[src/rtl/dbg_guv_log_arb_pkg.sv]
// Shared types and width helpers for the dbg_guv log-stream arbiter.
package dbg_guv_log_arb_pkg;

   typedef enum logic {
      IDLE   = 1'b0,
      LOCKED = 1'b1
   } arb_state_t;

   // Log flit carries the data word plus one strobe bit per data byte.
   function automatic int log_width(input int dw);
      return dw + dw / 8;
   endfunction

endpackage

[src/rtl/dbg_guv_log_arb_skid2.sv]
// Generic 2-entry registered skid buffer; ready and all outputs come straight from flops.
module dbg_guv_log_arb_skid2 #(
   parameter int WIDTH = 8
) (
   input  logic             clk,
   input  logic             rst,
   input  logic [WIDTH-1:0] in_data,
   input  logic             in_valid,
   output logic             in_ready,
   output logic [WIDTH-1:0] out_data,
   output logic             out_valid,
   input  logic             out_ready
);

   logic [WIDTH-1:0] mem [2];
   logic             wr_ptr, rd_ptr;
   logic [1:0]       count, count_nxt;
   logic             push, pop;

   assign push      = in_valid & in_ready;
   assign pop       = out_valid & out_ready;
   assign count_nxt = count + {1'b0, push} - {1'b0, pop};
   assign out_valid = (count != 2'd0);
   assign out_data  = mem[rd_ptr];

   always_ff @(posedge clk or negedge rst) begin
      if (!rst) begin
         mem[0]   <= '0;
         mem[1]   <= '0;
         wr_ptr   <= 1'b0;
         rd_ptr   <= 1'b0;
         count    <= 2'd0;
         in_ready <= 1'b1;
      end else begin
         if (push) begin
            mem[wr_ptr] <= in_data;
            wr_ptr      <= ~wr_ptr;
         end
         if (pop)
            rd_ptr <= ~rd_ptr;
         count    <= count_nxt;
         // Ready for the next cycle is decided from post-edge occupancy.
         in_ready <= (count_nxt != 2'd2);
      end
   end

endmodule

[src/rtl/dbg_guv_log_arb.sv]
// Packet-granular round-robin merge of N log streams onto one TDEST-tagged output.
module dbg_guv_log_arb
   import dbg_guv_log_arb_pkg::*;
#(
   parameter int N_INPUTS   = 4,
   parameter int DATA_WIDTH = 64,
   parameter int SEL_WIDTH  = 2,
   parameter int CNT_SIZE   = 16,
   localparam int LW        = log_width(DATA_WIDTH)
) (
   input  logic                   clk,
   input  logic                   rst,
   input  logic [N_INPUTS*LW-1:0] in_TDATA,
   input  logic [N_INPUTS-1:0]    in_TVALID,
   output logic [N_INPUTS-1:0]    in_TREADY,
   input  logic [N_INPUTS-1:0]    in_TLAST,
   output logic [LW-1:0]          out_TDATA,
   output logic                   out_TVALID,
   input  logic                   out_TREADY,
   output logic                   out_TLAST,
   output logic [SEL_WIDTH-1:0]   out_TDEST,
   output logic                   busy,
   output logic [CNT_SIZE-1:0]    pkt_cnt
);

   localparam int SW = LW + 1 + SEL_WIDTH;

   arb_state_t           state, state_nxt;
   logic [SEL_WIDTH-1:0] ptr, grant, pick, cand;
   logic                 any_vld;
   int                   scan_idx;
   logic [LW-1:0]        in_data [N_INPUTS];
   logic                 skid_ready, push, last_xfer;
   logic [SW-1:0]        skid_out;

   for (genvar g = 0; g < N_INPUTS; g++) begin : g_slice
      assign in_data[g] = in_TDATA[g*LW +: LW];
   end

   // Scan downward so the lowest offset from ptr is the one left in pick.
   always_comb begin
      any_vld  = 1'b0;
      pick     = '0;
      scan_idx = 0;
      cand     = '0;
      for (int k = N_INPUTS - 1; k >= 0; k--) begin
         scan_idx = int'(ptr) + k;
         if (scan_idx >= N_INPUTS)
            scan_idx = scan_idx - N_INPUTS;
         cand = SEL_WIDTH'(scan_idx);
         if (in_TVALID[cand]) begin
            any_vld = 1'b1;
            pick    = cand;
         end
      end
   end

   assign push      = (state == LOCKED) & in_TVALID[grant] & skid_ready;
   assign last_xfer = push & in_TLAST[grant];

   always_ff @(posedge clk or negedge rst) begin
      if (!rst) begin
         state <= IDLE;
         ptr   <= '0;
         grant <= '0;
      end else begin
         state <= state_nxt;
         if (state == IDLE && any_vld)
            grant <= pick;
         if (last_xfer)
            ptr <= (grant == SEL_WIDTH'(N_INPUTS - 1)) ? '0 : grant + 1'b1;
      end
   end

   always_comb begin
      state_nxt = state;
      case (state)
         IDLE:    if (any_vld)   state_nxt = LOCKED;
         LOCKED:  if (last_xfer) state_nxt = IDLE;
         default: state_nxt = IDLE;
      endcase
   end

   always_comb begin
      in_TREADY = '0;
      if (state == LOCKED)
         in_TREADY[grant] = skid_ready;
   end

   dbg_guv_log_arb_skid2 #(.WIDTH(SW)) u_skid (
      .clk       (clk),
      .rst       (rst),
      .in_data   ({in_data[grant], in_TLAST[grant], grant}),
      .in_valid  (push),
      .in_ready  (skid_ready),
      .out_data  (skid_out),
      .out_valid (out_TVALID),
      .out_ready (out_TREADY)
   );

   assign out_TDATA = skid_out[SW-1 -: LW];
   assign out_TLAST = skid_out[SEL_WIDTH];
   assign out_TDEST = skid_out[SEL_WIDTH-1:0];
   assign busy      = (state == LOCKED) | out_TVALID;

   always_ff @(posedge clk or negedge rst) begin
      if (!rst)
         pkt_cnt <= '0;
      else if (out_TVALID && out_TREADY && out_TLAST)
         pkt_cnt <= pkt_cnt + 1'b1;
   end

endmodule

[config.mk]
export PLATFORM = sky130hd
export DESIGN_NAME = dbg_guv_log_arb
export DESIGN_NICKNAME = d
export VERILOG_FILES = /design/src/rtl/dbg_guv_log_arb_pkg.sv /design/src/rtl/dbg_guv_log_arb_skid2.sv /design/src/rtl/dbg_guv_log_arb.sv
export SDC_FILE = /design/constraint.sdc
export NUM_CORES = 1
export LEC_CHECK = 0
export ABC_CLOCK_PERIOD_IN_PS = 2650
export CAP_MARGIN = 25
export CORE_AREA = 2 2 152 154
export CTS_BUF_LIST = sky130_fd_sc_hd__clkbuf_16
export CTS_CLUSTER_SIZE = 12
export DETAILED_ROUTE_END_ITERATION = 12
export DIE_AREA = 0 0 154 156
export PLACE_DENSITY = 0.81
export SLEW_MARGIN = 10
export SYNTH_ARGS = -nofsm -noshare
export SYNTH_HDL_FRONTEND = slang
export SYNTH_HIERARCHICAL = 1
export SYNTH_SLANG_ARGS = --single-unit
[constraint.sdc]
create_clock -name clk -period 2.65 [get_ports clk]
set_input_delay 0.6625 -clock clk [delete_from_list [all_inputs] [get_ports clk]]
set_output_delay 0.6625 -clock clk [all_outputs]
set_load 0.01 [all_outputs]
# Word-level counts from Yosys, hierarchy flattened
# Index checks and enable logic that the tools add are counted.
[classes]
n_addsub = 11
n_mul = 0
div_mod_pow = 0
magnitude_cmp = 14
eq_ne = 2
shifts = 0
n_mux = 40
bitwise_logic = 13
n_reduce_logical = 6
[ops]
columns = ["op", "count"]
rows = [
  ["two-way mux 75 bit", 4],
  ["bitwise mux 150 bit", 1],
  ["binary-select mux 72 bit (select 2 bit)", 1],
  ["two-way mux 72 bit", 2],
  ["demux 75 bit (select 1 bit)", 1],
  ["two-way mux 2 bit", 9],
  ["adder 16 x 1 -> 16 bit, second input constant", 1],
  ["< comparator 2 x 3 -> 1 bit, second input constant", 5],
  ["two-way mux 1 bit", 13],
  ["binary-select mux 1 bit (select 2 bit)", 6],
  [">= comparator 3 bit, second input constant", 4],
  ["subtractor 2 x 1 -> 2 bit, second input constant", 4],
  ["adder 2 x 2 -> 3 bit, second input constant", 2],
  ["bitwise AND 1 bit", 5],
  ["logical AND 1 bit", 5],
  ["bitwise AND 4 bit", 1],
  [">= comparator 2 bit, second input constant", 2],
  ["two-way mux 4 bit", 1],
  ["NOT 1 -> 2 bit", 2],
  ["adder 2 x 1 -> 3 bit, second input constant", 1],
  [">= comparator 2 x 3 -> 1 bit, second input constant", 1],
  ["NOT 1 bit", 3],
  ["NOT 2 -> 3 bit", 1],
  ["adder 2 x 1 -> 2 bit", 1],
  ["10 further kinds", 10],
]
[totals]
regBits = 176
latch_bits = 0
ram_bits = 0
rom_bits = 0
in_bits = 299
memories = 0

# Logic depth before layout (Yosys ltp)
# Gate-level depths: netlist of the first run.
[depth]
word_depth = 11
mapped_depth = 7

# By module
# The synthesis of the first run kept the hierarchy.
[modules_own_cells]
columns = ["module", "n_inst", "cells_per_inst", "area_per_inst_um2", "seq_area_each_um2"]
rows = [
  ["dbg_guv_log_arb_skid2", 1, 420, 6902.9, 3880.0],
  ["dbg_guv_log_arb", 1, 189, 2824.0, 525.5],
]

# Worst setup path before layout of the first run
# No wires, ideal clock.
[synth_timing]
path_type = "input to register"
startpoint = "in in_TVALID[3]"
endpoint = "reg u_skid/mem[24] (netlist bit)"
arrival_ps = 2081
required_time_ps = 2525
path_slack_ps = 444
stages = 6
n_path_buf = 2
path_cell_list = "mux4_2 -> and3_4 -> nand3_1 -> buf_4 -> buf_6 -> mux2_4"
[synth_between]
elab_chain_len = 5
[synth_lines]
columns = ["element", "line_no", "text"]
rows = [
  ["from (decl)", "dbg_guv_log_arb.sv:14", "input logic [N_INPUTS-1:0] in_TVALID,"],
  ["binary-select mux 1 bit (select 2 bit)", "dbg_guv_log_arb.sv:58", "assign push = (state == LOCKED) & in_TVALID[grant] & skid_ready;"],
  ["two-way mux 1 bit (not written as such)", "dbg_guv_log_arb.sv:58", ""],
  ["bitwise AND 1 bit (2 in series)", "dbg_guv_log_arb.sv:58", ""],
  ["named net push", "dbg_guv_log_arb.sv:33", "logic skid_ready, push, last_xfer;"],
  ["bitwise AND 1 bit", "dbg_guv_log_arb_skid2.sv:20", "assign push = in_valid & in_ready;"],
  ["to (signal, indexed assignment)", "dbg_guv_log_arb_skid2.sv:36", "mem[wr_ptr] <= in_data;"],
  ["to (decl)", "dbg_guv_log_arb_skid2.sv:15", "logic [WIDTH-1:0] mem [2];"],
]
# The timed path passes the listed nets, and every way through them passes these cells. The select of a mux whose other input is x is not followed.
# A chain may end at the register's enable or synchronous reset.

# Worst setup path after layout of the first run
[layout_timing]
startpoint = "reg u_skid.rd_ptr"
endpoint = "out out_TDATA[10]"
[layout_between]
elab_chain_len = 4
[layout_lines]
columns = ["element", "line_no", "text"]
rows = [
  ["from (decl)", "dbg_guv_log_arb_skid2.sv:16", "logic wr_ptr, rd_ptr;"],
  ["from (signal assigned)", "dbg_guv_log_arb_skid2.sv:40", "rd_ptr <= ~rd_ptr;"],
  ["NOT 1 -> 2 bit (not written as such)", "dbg_guv_log_arb_skid2.sv:24", "assign out_data = mem[rd_ptr];"],
  ["two-way mux 75 bit (not written as such) (3 in series)", "dbg_guv_log_arb_skid2.sv:24", ""],
  ["to (decl)", "dbg_guv_log_arb.sv:17", "output logic [LW-1:0] out_TDATA,"],
]
# No other way between the ends. The select of a mux whose other input is x is not followed.

==> results of run 1 <==
## through the flow
stage	std cells	setup TNS, ns	power [mW]	utilization (%)	setup slack, ns
detailed placement	1272	-4.29	14.3	63.1	-0.111
finish	1316	0	16.4	66.0	0.0541
floorplan	609	0	10.6	-	0.444
CTS	1311	-0.272	16.6	65.8	-0.0444
global placement	1272	-2.78	14.1	63.1	-0.0908
global route	1316	0	17.4	66.0	0.00105
## state kept, by name, summed over array words and instances (netlist names)
signal,flops
grant,2
pkt_cnt,16
ptr,2
state,1
u_skid/count,2
u_skid/in_ready,1
u_skid/mem,150
u_skid/rd_ptr,1
u_skid/wr_ptr,1
## placed cells by master, fill, tap and decap left out, types with 2 or more instances in the layout
| cell type | Yosys | routed |
|---|---|---|
| dlygate4sd2_1 | 0 | 48 |
| mux2_4 | 50 | 50 |
| mux2_2 | 177 | 177 |
| clkdlybuf4s50_1 | 0 | 338 |
| clkinv_1 | 0 | 2 |
| inv_8 | 0 | 2 |
| bufinv_16 | 0 | 2 |
| dfrtp_1 | 175 | 172 |
| nor2_1 | 7 | 7 |
| ha_1 | 7 | 7 |
| dfrtp_4 | 0 | 3 |
| mux4_2 | 74 | 74 |
| o21ai_0 | 2 | 2 |
| nor2b_1 | 2 | 2 |
| mux2_1 | 2 | 2 |
| a21oi_1 | 3 | 3 |
| buf_4 | 12 | 23 |
| nand2_1 | 7 | 7 |
| clkbuf_16 | 0 | 17 |
| nor3_1 | 3 | 3 |
| xor2_1 | 6 | 6 |
| and3_1 | 6 | 6 |
| dlymetal6s2s_1 | 0 | 7 |
| clkinv_4 | 0 | 5 |
| inv_1 | 6 | 7 |
| clkinvlp_4 | 0 | 2 |
| xnor2_1 | 13 | 13 |
| buf_6 | 6 | 2 |
| buf_12 | 0 | 12 |
| nand3_1 | 6 | 5 |
| nand4_1 | 4 | 4 |
| or2_2 | 3 | 2 |
| and2_1 | 2 | 2 |
| mux2i_1 | 2 | 2 |
## routing by layer
metal,global-route usage (%),vias to the layer above
met4,6.72,0
met5,0,-
met2,36.5,252
met1,25.3,3457
met3,5.67,38
li1,-,3139
## worst paths after layout
check	startpoint	to	slack [ns]	cells after the start
setup / recovery	u_skid/rd_ptr	out_TDATA[10]	0.05	3
hold / removal	rst	u_skid/mem[102]	0.16	1
setup reg to reg	grant[0]	u_skid/in_ready	0.41	7
hold reg to reg	pkt_cnt[15]	pkt_cnt[15]	0.47	1
max in group asynchronous	rst	u_skid/in_ready	1.83	2
min in group clk	pkt_cnt[15]	pkt_cnt[15]	0.47	1
## critical path, stage by stage (launching register included)
cell	delay (ns)
dfrtp_4	0.55
buf_4	0.17
mux2_2	0.22
clkdlybuf4s50_1	0.58
## cells by family after synthesis
family | synth area share, %
flip-flops | 45.3
AO/OA/AOI/OAI | 0.476
adder cells (fa/ha/maj) | 0.900
XOR/XNOR | 1.71
multiplexers | 45.8
AND/OR/NAND/NOR | 2.87
buffers and inverters | 2.97
## area by class of cell
type                    instances  area [µm²]
inverters                       6        22.5
clock buffers                  17         425
clock inverters                15         161
multi-input cells             386        5050
fillers                      1693        7600
repair buffers                431        4340
flip-flops and latches        176        4420
well taps                     285         357
## where the power goes
| group | switching, mW | total (mW) | internal, mW |
|---|---|---|---|
| Sequential | 0.737 | 4.76 | 4.03 |
| Clock | 1.09 | 2.49 | 1.40 |
| Combinational | 3.55 | 9.16 | 5.61 |
| Total | 5.37 | 16.4 | 11.0 |
## repair_timing
action	CTS	global route
setup endpoints to repair	67	28
setup buffers	7	5
gates resized for setup	53	9
pin swaps	0	0
==> flow_summary.yaml, run 1 <==
final_layout:
  antenna_cells: 0
  fin_area_mm2: 0.0148
  drive_gt1_share_pct: 36.8
  area_growth_pct: 51.8
  nets: 1324
place:
  dpl.hpwl_um: 19200
  portBuffers: 395
  routabilityCongestion: 0.760
  placed_cell_area_mm2: 0.0141
logic_synthesis:
  yosysTopAreaCellShare_pct: 45.0
  postSynthNetCount: 915
  netlist_instances: 609
  yosys_register_bits: 176
  synthFlopType: "dfrtp_1"
  synth_most_common_cell: "mux2_2"
  syn_avg_cell_area_um2: 16.0
  ys_warn_count: 6
  synth_area_leader_cell: "dfrtp_1"
  synth_area_mm2: 0.00973
  ys_seq_area_share_pct: 45.3
  synth_common_cells: "mux2_2, dfrtp_1, mux4_2"
  ys_top_cells_by_area: "dfrtp_1, mux2_2, mux4_2"
  synth.distinct_cells: 36
  synth-edff-count: 0
  async_reset_ff_share_pct: 100
timing:
  relSlewSlack_pct: 62.7
  fin_skew_ns: 0.0125
  fmax_ghz: 0.385
  tightest_slew_ns: 0.560
  hold_viol: 0
  whs_ns: 0.158
  period_needed_ns: 2.60
  setup_viol: 0
  drv_slew: 0
  rsz0062_at_grt: "false"
  timing.final.crit_share_pct: 98.0
cts:
  numCtsBuffers: 17
  clock_latency_ns: 0.42
  path_clk_slew_ns: 0.07
  hold_buffers: 0
  cts.htree.levels: 4
  cts-root-buf: "clkbuf_16"
  clockBufferDepth: 2
  cts_sinks: 176
  cts_tree: "yes"
drt:
  ant_nets: 0
  drt_iter0_drc: 312
  wl_met3_um: 1740
  wl_met1_um: 10100
  totalWireLength_um: 25300
  drt_pass1_iterations: 4
  vias: 6886
  viasPerCell: 5.23
  top_layer: "met4"
  avgRoutedWirePerCell_um: 19.2
  met2_length_um: 13000
  drc: 0
job:
  drv_cap: 0
pwr:
  leakage_nw: 6.29
  powerDensity_mw_per_mm2: 1110
  irDropWorstVdd_uv: 628
status:
  status: "finished, final reports clean"
critical_path:
  crit_type: "reg2out"
  crit_required_ns: 1.99
  critPathLaunchType: "flop"
  endpoint_kind: "output pin"
  cp_max_fo: 7
  worstPathArrival_ns: 1.93
floorplanning:
  start_util_pct: 43.5
  die_area_mm2: 0.0240
  fp.dieW_um: 154
  core-area_mm2: 0.0224
  die_h_um: 156
  ios: 396
  rows: 55
global_routing:
  grt_antenna_before_repair: 0
  overflow: 0
  grt_max_degree: 55
  grt_first_pass_wirelength_um: 39300
  grt_pass1_vias: 7431
  gr-usage-all-layers_pct: 20.9
min_path:
  hp-class: "in2async"
Note: power is estimated with default switching activity, not from simulation.
==> run 2: changes to the inputs <==
--- a/config.mk
+++ b/config.mk
@@ -12,6 +12,7 @@
 export CTS_CLUSTER_SIZE = 12
 export DETAILED_ROUTE_END_ITERATION = 12
 export DIE_AREA = 0 0 154 156
+export GPL_TIMING_DRIVEN = 1
 export PLACE_DENSITY = 0.81
 export SLEW_MARGIN = 10
 export SYNTH_ARGS = -nofsm -noshare
==> results of run 2 <==
The final DEF is identical to that of run 1; final timing and power are the same.
